$ cat config.mk
export PLATFORM = sky130hd
export DESIGN_NAME = dbi_lane_scheduler
export DESIGN_NICKNAME = d
export VERILOG_FILES = /design/src/rtl/dbi_lane_pkg.sv /design/src/rtl/dbi_rr_arbiter.sv /design/src/rtl/dbi_lane_scheduler.sv
export SDC_FILE = /design/constraint.sdc
export NUM_CORES = 1
export LEC_CHECK = 0
export ABC_AREA = 1
export CORE_ASPECT_RATIO = 0.9
export CORE_MARGIN = 5
export CORE_UTILIZATION = 39
export DETAILED_ROUTE_END_ITERATION = 8
export GPL_TIMING_DRIVEN = 0
export PLACE_DENSITY = 0.73
export SYNTH_ARGS = -nofsm -noshare
export SYNTH_HDL_FRONTEND = slang
export SYNTH_SLANG_ARGS = --single-unit
export TNS_END_PERCENT = 20
$ cat constraint.sdc
create_clock -name clk -period 2.8 [get_ports clk]
set_input_delay 0.56 -clock clk [delete_from_list [all_inputs] [get_ports clk]]
set_output_delay 0.56 -clock clk [all_outputs]
set_load 0.02 [all_outputs]
$ cat src/rtl/dbi_lane_pkg.sv
// +----------------------------------------------------------------------------
// | dbi_lane_pkg : shared types and helpers for the DBI lane scheduler
// | Revision 1.0
// +----------------------------------------------------------------------------
`default_nettype none

package dbi_lane_pkg;

  typedef enum logic {
    IDLE = 1'b0,
    SEND = 1'b1
  } state_t;

  localparam int POP_MAX_W = 64;

  // Counts set bits in the low bw bits of v.
  function automatic int popcount(input logic [POP_MAX_W-1:0] v, input int bw);
    int cnt;
    cnt = 0;
    for (int i = 0; i < POP_MAX_W; i++) begin
      if (i < bw) cnt = cnt + int'(v[i]);
    end
    return cnt;
  endfunction

  // Inversion happens only when strictly more than half the lane toggles.
  function automatic int dbi_threshold(input int bw);
    return bw / 2;
  endfunction

endpackage

`default_nettype wire

$ cat src/rtl/dbi_rr_arbiter.sv
// +----------------------------------------------------------------------------
// | dbi_rr_arbiter : round-robin grant searched from ptr+1, pointer moves on advance
// | Revision 1.0
// +----------------------------------------------------------------------------
`default_nettype none

module dbi_rr_arbiter #(
  parameter int NREQ = 4,
  parameter int IDW  = $clog2(NREQ)
) (
  input  logic            clk,
  input  logic            reset,
  input  logic [NREQ-1:0] req_valid,
  input  logic            advance,
  output logic [NREQ-1:0] grant,
  output logic [IDW-1:0]  grant_idx
);

  logic [IDW-1:0] ptr;
  logic [IDW-1:0] idx;

  // Scan farthest-to-nearest so the closest valid requester after ptr wins.
  always_comb begin
    grant     = '0;
    grant_idx = '0;
    idx       = '0;
    for (int off = NREQ; off >= 1; off--) begin
      idx = IDW'((int'(ptr) + off) % NREQ);
      if (req_valid[idx]) begin
        grant      = '0;
        grant[idx] = 1'b1;
        grant_idx  = idx;
      end
    end
  end

  always_ff @(posedge clk) begin
    if (reset) begin
      ptr <= IDW'(NREQ - 1);
    end else if (advance) begin
      ptr <= grant_idx;
    end
  end

endmodule

`default_nettype wire

$ cat src/rtl/dbi_lane_scheduler.sv
// +----------------------------------------------------------------------------
// | dbi_lane_scheduler : round-robin word serializer onto one DBI-encoded lane
// | Encoding enabled by macro DBI_LANE_ENC_EN.  Revision 1.0
// +----------------------------------------------------------------------------
`default_nettype none

module dbi_lane_scheduler
  import dbi_lane_pkg::*;
#(
  parameter int NREQ   = 4,
  parameter int WORD_W = 16,
  parameter int BW     = 4
) (
  input  logic                     clk,
  input  logic                     reset,
  input  logic [NREQ-1:0]          req_valid,
  input  logic [NREQ*WORD_W-1:0]   req_data,
  output logic [NREQ-1:0]          req_ready,
  output logic [BW-1:0]            lane_data,
  output logic                     lane_dbi,
  output logic                     lane_valid,
  output logic                     lane_last,
  output logic [$clog2(NREQ)-1:0]  lane_id,
  input  logic                     lane_stall,
  output logic                     busy
);

  localparam int IDW   = $clog2(NREQ);
  localparam int BEATS = WORD_W / BW;
  localparam int CW    = (BEATS > 1) ? $clog2(BEATS) : 1;

  state_t          state, state_nxt;
  logic [NREQ-1:0] grant;
  logic [IDW-1:0]  grant_idx;
  logic            xfer;
  logic            last_beat;
  logic [WORD_W-1:0] word_in;
  logic [WORD_W-1:0] shreg;
  logic [CW-1:0]   beat_cnt;
  logic [BW-1:0]   load_raw;
  logic [BW-1:0]   enc_data;
  logic            enc_dbi;

  dbi_rr_arbiter #(.NREQ(NREQ), .IDW(IDW)) u_arb (
    .clk       (clk),
    .reset     (reset),
    .req_valid (req_valid),
    .advance   (xfer),
    .grant     (grant),
    .grant_idx (grant_idx)
  );

  assign xfer      = (state == IDLE) && (|(req_valid & grant));
  assign last_beat = (beat_cnt == CW'(BEATS - 1));

  always_comb begin
    word_in = '0;
    for (int i = 0; i < NREQ; i++) begin
      if (grant[i]) word_in = req_data[i*WORD_W +: WORD_W];
    end
  end

  // shreg holds the not-yet-driven beats, next one in the low BW bits.
  assign load_raw = (state == IDLE) ? word_in[BW-1:0] : shreg[BW-1:0];

`ifdef DBI_LANE_ENC_EN
  logic [BW-1:0] prev;
  logic          load;

  assign load = xfer || ((state == SEND) && !lane_stall && !last_beat);

  always_comb begin
    enc_data = load_raw;
    enc_dbi  = 1'b0;
    if (popcount(POP_MAX_W'(prev ^ load_raw), BW) > dbi_threshold(BW)) begin
      enc_data = ~load_raw;
      enc_dbi  = 1'b1;
    end
  end

  always_ff @(posedge clk) begin
    if (reset) begin
      prev <= '0;
    end else if (load) begin
      prev <= enc_data;
    end
  end
`else
  assign enc_data = load_raw;
  assign enc_dbi  = 1'b0;
`endif

  always_ff @(posedge clk) begin
    if (reset) state <= IDLE;
    else       state <= state_nxt;
  end

  always_comb begin
    state_nxt = state;
    req_ready = '0;
    busy      = 1'b0;
    case (state)
      IDLE: begin
        req_ready = grant;
        if (xfer) state_nxt = SEND;
      end
      SEND: begin
        busy = 1'b1;
        if (!lane_stall && last_beat) state_nxt = IDLE;
      end
      default: state_nxt = IDLE;
    endcase
  end

  always_ff @(posedge clk) begin
    if (reset) begin
      lane_data  <= '0;
      lane_dbi   <= 1'b0;
      lane_valid <= 1'b0;
      lane_last  <= 1'b0;
      lane_id    <= '0;
      beat_cnt   <= '0;
      shreg      <= '0;
    end else if (xfer) begin
      shreg      <= word_in >> BW;
      beat_cnt   <= '0;
      lane_id    <= grant_idx;
      lane_valid <= 1'b1;
      lane_last  <= (BEATS == 1);
      lane_data  <= enc_data;
      lane_dbi   <= enc_dbi;
    end else if ((state == SEND) && !lane_stall) begin
      if (last_beat) begin
        lane_valid <= 1'b0;
        lane_last  <= 1'b0;
      end else begin
        shreg     <= shreg >> BW;
        beat_cnt  <= beat_cnt + CW'(1);
        lane_data <= enc_data;
        lane_dbi  <= enc_dbi;
        lane_last <= (beat_cnt == CW'(BEATS - 2));
      end
    end
  end

endmodule

`default_nettype wire

==> flow_summary.toml, run 1 <==
[status]
status = "completed"

[sta]
finalMaxSlewViolations = 0
holdWs_ps = 469
min_period_over_period_pct = 95.0
hold_viol = 0
fin_skew_ps = 6.72
final.min_clock_period_ps = 2660
rsz0062_at_grt = "no"
setup_violations = 0
clock.fmax_ghz = 0.376

[global_routing]
track_usage_pct = 19.8
grt_max_degree = 18
grt_pass1_wl_mm = 11.0
antenna_found_initial = 0
grt_overflow = 0
grt_pass1_vias = 2500

[yosys]
synth_seq_area_share_pct = 23.7
synth_area_leaders = "dfxtp_1 24%, nand2_1 23%, nand3_1 9.3%"
synth_seq_cells = 25
netlist_instances = 357
syn_nets = 436
syn_area_um2 = 2110
async_flop_share_pct = 0
synth_top_area_share_pct = 23.7
yosysTopAreaCell = "dfxtp_1"
synth_ff_type = "dfxtp_1"
yosysWarnings = 0
avgSynthCellArea_um2 = 5.91
synth_cell_types = 26
synth-edff-count = 0

[power_and_ir_drop]
p_leak_nw = 1.50
pwr_density_cell_nw_per_um2 = 1200
ir_drop_mv = 0.578

[critical_path]
cpMaxStageDelayCell = "dfxtp_4"
cpPeakStageDelay_ps = 370
crit_top_cell = "nand2_4"
critPathKind = "reg2out"
worst-path-max-fanout = 9
start_kind = "flip-flop"
r2r_start = "u_arb.ptr[0]"
r2r_slack_ps = 300
required_ps = 2240
worstRegToRegCells = 18
crit_path_end_kind = "output port"
crit_chain = "inv_4 > ha_4 > inv_1 > nand3_2 > nand2_4 > nand3_1 > nand2_1 > nand2_2 > nand2_4 > clkinvlp_4 > nor2_1 > buf_4"
worstPathArrival_ps = 2100
r2r-end = "shreg[5]"

[route]
viasPerCell = 5.02
drc = 0
drt_iter0_drc = 117
ant_nets = 0
detail_route.wl_per_cell_um = 13.3
firstDrtPassIters = 4
vias = 2621
routed_wirelength_mm = 6.93

[placement]
dp_hpwl_mm = 5.35
numPortBuffers = 82
dpl_cell_area_um2 = 3010
gp_congestion = 0.881

[clocking]
clock_sinks = 25
htreeDepth = 1
cts_tree = "yes"
cts_buffers = 3
clkLatencyLatePin_ps = 270
clkSlewWorstSetupHoldPaths_ps = 90
cts_buffer_depth = 2
hold_buffers = 0
cts_root_buffer = "clkbuf_8"

[min_path]
min_path_cells = 2
holdPathEnd = "shreg[3]"
hold_path_class = "reg2reg"
hold_start = "shreg[3]"

[floorplanning]
core-area_um2 = 5260
start_util_pct = 40.1
ios = 85
rows = 25
die_h_um = 79.8
die_area_um2 = 6980
die_x_um = 87.5

[flow_run]
drv_cap = 0

[cells_and_area]
final_area_um2 = 3230
nets = 535
syn_to_final_growth_pct = 53.3
drive_gt1_share_pct = 15.2
antenna_cells = 0
fillers = 495
## synth_stat cells (2+ instances only)
cell	number
a21oi_1	32
inv_2	3
nand2_4	3
nand2_1	131
buf_4	2
o21ai_0	25
ha_1	8
inv_1	21
nand3_1	39
nor2_2	4
nor2_1	23
buf_2	9
clkbuf_1	2
nand3_2	3
nand2_2	10
o211ai_1	7
dfxtp_1	25
nor2_4	2
## through the flow
step | worst slack (ps) | util (%) | total power (W) | TNS [ps] | std cells
floorplan | 69.6 | - | 0.00256 | 0 | 357
global placement | -766 | 57.4 | 0.00329 | -3020 | 506
detailed placement | -778 | 57.4 | 0.00334 | -3610 | 506
CTS | -197 | 59.0 | 0.00364 | -197 | 512
global route | 1.29 | 61.5 | 0.00432 | 0 | 522
finish | 140 | 61.5 | 0.00389 | 0 | 522
## metal layers
layer	track usage, %	routed length (um)
met5	0	0
met4	5.37	147
met3	5.47	498
met2	35.2	3510
met1	23.1	2780
## worst max-delay path: cells and delay by family, from the launching register on
kind,cells,cell delay [ps]
AND/OR/NAND/NOR,7,710
flip-flops,1,370
buffers and inverters,4,480
adder cells (fa/ha/maj),1,230
## layout make-up
cell class	instances	area, um2	area share (%)
Inverter	25	108	3.33
Tap cell	67	83.8	2.59
Sequential cell	25	508	15.7
Clock inverter	1	5.00	0.155
Clock buffer	3	41.3	1.28
Buffer	12	75.1	2.32
Multi-Input combinational cell	293	1480	45.8
Timing Repair Buffer	96	932	28.8
## cell usage in the layout (no fill, tap or decap), types with 10 or more instances in the layout
| master | netlist | final |
|---|---|---|
| nand2_1 | 131 | 128 |
| buf_4 | 2 | 18 |
| nand3_1 | 39 | 38 |
| nand2_2 | 10 | 10 |
| nor2_1 | 23 | 23 |
| a21oi_1 | 32 | 32 |
| dfxtp_1 | 25 | 23 |
| clkdlybuf4s50_1 | 0 | 74 |
| inv_1 | 21 | 18 |
| o21ai_0 | 25 | 24 |
## power breakdown
group          internal, W  switching (W)  total [W]
Sequential        0.000467      0.0000621   0.000529
Combinational      0.00124        0.00190    0.00314
Clock            0.0000998       0.000119   0.000219
Total              0.00181        0.00208    0.00389
## cell families after synthesis
group	Yosys count	share of synthesized area, %
and+or+nand+nor	215	44.9
AOI/OAI and AO/OA	69	18.3
buffers and inverters	39	8.18
DFF	25	23.7
adders and majority gates	8	4.75
other	1	0.178
## state kept, by name (all words and copies together) (netlist names)
register,count
state,1
beat_cnt,2
u_arb.ptr,2
lane_data,4
lane_last,1
lane_valid,1
lane_id,2
shreg,12
## what timing repair did
item | CTS | global route
buffers inserted | 3 | 11
resized for setup | 28 | 17
setup endpoints to repair | 22 | 22
endpoints found under the hold margin | 0 | 0
cloned | 0 | 0
pin swaps | 1 | 5
## worst max-delay path by stage
stage,start,endpoint,slack (ps),cells past startpoint
2_1_floorplan,u_arb.ptr[0],req_ready[2],70,12
5_1_grt,u_arb.ptr[0],req_ready[2],1,12
6_report,u_arb.ptr[0],req_ready[2],140,12
3_3_place_gp,req_valid[2],req_ready[2],-770,13
4_1_cts,req_valid[1],req_ready[2],-200,15
3_5_place_dp,req_valid[2],req_ready[2],-780,13
No activity file was read; power rests on OpenSTA's default activity.
==> run 2: changes to the inputs <==
--- a/config.mk
+++ b/config.mk
@@ -10,8 +10,8 @@
 export CORE_MARGIN = 5
 export CORE_UTILIZATION = 39
 export DETAILED_ROUTE_END_ITERATION = 8
-export GPL_TIMING_DRIVEN = 0
 export PLACE_DENSITY = 0.73
+export SKIP_LAST_GASP = 1
 export SYNTH_ARGS = -nofsm -noshare
 export SYNTH_HDL_FRONTEND = slang
 export SYNTH_SLANG_ARGS = --single-unit
==> flow_summary.toml, run 2 (synthesis gave the netlist of run 1 again) <==
[status]
status = "completed"

[critical_path]
critPathKind = "in2out"
crit_chain = "clkdlybuf4s50_1 > inv_1 > nand2_1 > nand3_2 > nand2_2 > inv_4 > nand2_1 > inv_1 > nand2_1 > nand2_1 > nand2_1 > nand2_1 > inv_1 > clkdlybuf4s15_2"
cpPeakStageDelay_ps = 510
cpMaxStageDelayCell = "clkdlybuf4s50_1"
required_ps = 2240
worstPathArrival_ps = 2140
worst-path-max-fanout = 7
crit_top_cell = "nand2_1"
crit_buf_inv = 6
crit_path_end_kind = "output port"
start_kind = "input port"
crit_family = "buffers and inverters"

[global_routing]
grt_pass1_wl_mm = 11.4
track_usage_pct = 20.3
grt_overflow = 0
grt_pass1_vias = 2494
antenna_found_initial = 0
grt_max_degree = 20

[sta]
fin_skew_ps = 2.77
min_period_over_period_pct = 96.3
clock.fmax_ghz = 0.371
holdWs_ps = 469
rsz0062_at_grt = "yes"
final.min_clock_period_ps = 2700
hold_viol = 0
setup_violations = 0
finalMaxSlewViolations = 0

[cells_and_area]
stdcell_count = 523
layout_commonest_cell = "nand2_1"
fillers = 519
syn_to_final_growth_pct = 53.3
antenna_cells = 0
final_area_um2 = 3230
fin_util_pct = 61.5
drive_gt1_share_pct = 14.3
largest_reg_flops = 12
top_register = "shreg"
layout_common_cells = "129 x nand2_1, 79 x clkdlybuf4s50_1, 39 x nand3_1, 31 x a21oi_1, 25 x dfxtp_1"
nets = 536
reg_top3 = "shreg (12), lane_data (4)"

[clocking]
clkLatencyLatePin_ps = 270
cts_buffers = 3
hold_buffers = 0
clkSlewWorstSetupHoldPaths_ps = 90
cts_tree = "yes"
htreeDepth = 1
clock_sinks = 25
cts_root_buffer = "clkbuf_8"
cts_buffer_depth = 2

[floorplanning]
die_h_um = 79.8
start_util_pct = 40.1
core-area_um2 = 5260
rows = 25
die_x_um = 87.5
ios = 85
die_area_um2 = 6980

[route]
firstDrtPassIters = 4
detail_route.wl_per_cell_um = 13.0
ant_nets = 0
routed_wirelength_mm = 6.81
drc = 0
viasPerCell = 5.04
drt_iter0_drc = 159
vias = 2635

[flow_run]
drv_cap = 0

[power_and_ir_drop]
ir_drop_mv = 0.535
p_seq_share_pct = 13.1
power_frac_comb_pct = 81.2
p_leak_nw = 1.49
p_int_w = 0.00181
sw_frac_of_total_pct = 53.3
power.switching_w = 0.00206
clkPwrFrac_pct = 5.7
pwr_density_cell_nw_per_um2 = 1200
power_w = 0.00387

[placement]
dp_hpwl_mm = 5.37
place_inst = 519
gp_congestion = 0.925
dpl_cell_area_um2 = 3170
numPortBuffers = 83

[min_path]
hold_path_class = "reg2reg"
run 2: worst paths after layout:
path                 from           end  slack, ps  depth (start not counted)
max          req_valid[1]  req_ready[3]        100                         14
min             lane_last     lane_last        470                          2
max reg2reg  u_arb.ptr[0]  lane_data[0]        250                         18
min reg2reg     lane_last     lane_last        470                          2
run 2: worst register-to-register path: stages (launching register included):
cell,delay (ps)
dfxtp_1,360
inv_2,40
ha_1,360
inv_2,100
nand3_2,130
nand3_1,100
nand2_1,60
clkinv_1,40
nand2_1,50
nand2_2,70
nand2_4,50
buf_4,190
nand2_2,80
nand2_2,110
o21ai_4,210
buf_12,170
nand2_1,110
o21ai_0,190
nor2_1,50
run 2: area by class of cell:
| cell class | instances | area, um2 | area share [%] |
|---|---|---|---|
| Clock buffer | 3 | 41.3 | 1.28 |
| Multi-Input combinational cell | 293 | 1460 | 45.1 |
| Sequential cell | 25 | 500 | 15.5 |
| Tap cell | 67 | 83.8 | 2.59 |
| Clock inverter | 1 | 5.00 | 0.155 |
| Inverter | 25 | 96.3 | 2.98 |
| Timing Repair Buffer | 109 | 1050 | 32.4 |
run 2: power by group through the flow:
stage	Sequential [W]	Clock (W)	Combinational, W
floorplan	0.000572	0	0.00199
global placement	0.000512	0	0.00307
detailed placement	0.000516	0	0.00311
CTS	0.000509	0.000226	0.00310
global route	0.000520	0.000244	0.00355
finish	0.000508	0.000219	0.00314
run 2: stage by stage:
| step | setup WS [ps] | setup TNS [ps] |
|---|---|---|
| after floorplan | 69.6 | 0 |
| after global placement | -316 | -2670 |
| after detailed placement | -369 | -3910 |
| after CTS | 42.7 | 0 |
| after global routing | -82.2 | -496 |
| final | 105 | 0 |
run 2: timing repair:
action / 4_1_cts / 5_1_grt
resized for setup: 12 / 9
gates cloned: 0 / 0
pin swaps: 0 / 1
setup endpoints to repair: 4 / 18
buffers inserted: 0 / 0
hold endpoints to repair: 0 / 0
run 2: per-layer routing:
metal	global-route usage [%]	vias up	wire [um]
met2	35.3	73	3370
met4	5.37	0	166
met1	24.8	1183	2800
met3	5.06	18	472
li1	-	1361	-
met5	0	-	0
==> run 3: changes to the inputs <==
--- a/config.mk
+++ b/config.mk
@@ -10,7 +10,7 @@
 export CORE_MARGIN = 5
 export CORE_UTILIZATION = 39
 export DETAILED_ROUTE_END_ITERATION = 8
-export PLACE_DENSITY = 0.73
+export PLACE_DENSITY = 0.7
 export SKIP_LAST_GASP = 1
 export SYNTH_ARGS = -nofsm -noshare
 export SYNTH_HDL_FRONTEND = slang
==> flow_summary.toml, run 3 (synthesis gave the netlist of run 1 again) <==
[status]
status = "completed"

[placement]
numPortBuffers = 83
dp_hpwl_mm = 5.45
gp_congestion = 0.889
dpl_cell_area_um2 = 3160

[global_routing]
antenna_found_initial = 0
grt_overflow = 0
grt_pass1_wl_mm = 11.0
track_usage_pct = 19.7
grt_pass1_vias = 2360
grt_max_degree = 20

[sta]
finalMaxSlewViolations = 0
setup-tns-final_ps = 0
fin_skew_ps = 6.37
hold_viol = 0
setup_violations = 0
rsz0062_at_grt = "yes"
final.min_clock_period_ps = 2740
clock.fmax_ghz = 0.364
min_period_over_period_pct = 98.0

[route]
drt_iter0_drc = 96
detail_route.wl_per_cell_um = 13.0
viasPerCell = 4.87
vias = 2543
routed_wirelength_mm = 6.81
firstDrtPassIters = 4
drc = 0
ant_nets = 0

[floorplanning]
ios = 85
die_x_um = 87.5
core-area_um2 = 5260
die_area_um2 = 6980
start_util_pct = 40.1
rows = 25
die_h_um = 79.8

[critical_path]
critPathKind = "in2out"
crit_path_end_kind = "output port"
required_ps = 2240
worstRegToRegCells = 17
worstPathArrival_ps = 2180
worst-path-max-fanout = 5
start_kind = "input port"

[cells_and_area]
fin_util_pct = 60.8
top_register = "shreg"
drive_gt1_share_pct = 13.6
syn_to_final_growth_pct = 51.5
final_area_um2 = 3200
layout_commonest_cell = "nand2_1"
nets = 535
reg_top3 = "shreg (12), lane_data (4)"
layout_common_cells = "130 x nand2_1, 79 x clkdlybuf4s50_1, 39 x nand3_1, 31 x a21oi_1, 25 x dfxtp_1"
largest_reg_flops = 12
antenna_cells = 0

[flow_run]
drv_cap = 0

[power_and_ir_drop]
power_w = 0.00380
ir_drop_mv = 0.609
p_leak_nw = 1.48
pwr_density_cell_nw_per_um2 = 1190

[clocking]
clkLatencyLatePin_ps = 280
htreeDepth = 1
clkSlewWorstSetupHoldPaths_ps = 90
cts_root_buffer = "clkbuf_8"
cts_buffers = 3
clock_sinks = 25
cts_tree = "yes"
cts_buffer_depth = 2

[min_path]
hold_path_class = "reg2reg"
min_path_cells = 2
-- run 3: power by group --
| group | internal, W | total (W) | switching [W] |
|---|---|---|---|
| Clock | 0.0000999 | 0.000221 | 0.000121 |
| Combinational | 0.00121 | 0.00307 | 0.00186 |
| Sequential | 0.000461 | 0.000508 | 0.0000465 |
| Total | 0.00178 | 0.00380 | 0.00203 |
-- run 3: area by class of cell --
cell class | instances | area [um2]
Tap cell | 67 | 83.8
Multi-Input combinational cell | 293 | 1440
Inverter | 25 | 93.8
Clock inverter | 1 | 5.00
Clock buffer | 3 | 41.3
Timing Repair Buffer | 108 | 1030
Fill cell | 540 | 2060
Sequential cell | 25 | 500
-- run 3: timing repair --
item,in CTS,in global routing
endpoints found under the setup margin,4,22
gates resized for setup,11,6
hold buffers,0,0
setup buffers,0,0
-- run 3: layer usage --
layer	vias to the layer above	wire (um)	global-route usage, %
li1	1356	-	-
met1	1096	2850	23.9
met2	81	3320	35.1
met3	10	524	5.06
met4	0	116	3.37
met5	-	0	0
-- run 3: final timing paths --
path,from,endpoint,slack [ps]
worst max-delay path,req_valid[3],req_ready[2],60
worst min register to register,lane_last,lane_last,460
worst max register to register,u_arb.ptr[0],lane_data[1],230
worst min-delay path,lane_last,lane_last,460
-- run 3: critical path: stages --
cell             delay, ps
clkdlybuf4s50_1        480
nand2_1                130
nand3_2                120
nand2_1                190
nand3_1                100
nand2_1                 90
nand2_2                 60
nand2_4                 50
inv_1                   50
nor2_1                  80
clkdlybuf4s15_2        260
-- run 3: stage by stage --
step	std cells	hold WS [ps]	setup slack [ps]
final	522	461	55.0
after detailed placement	518	451	-360
after global placement	518	450	-318
after global routing	522	499	-91.0
after CTS	522	465	-23.4
after floorplan	357	444	69.6
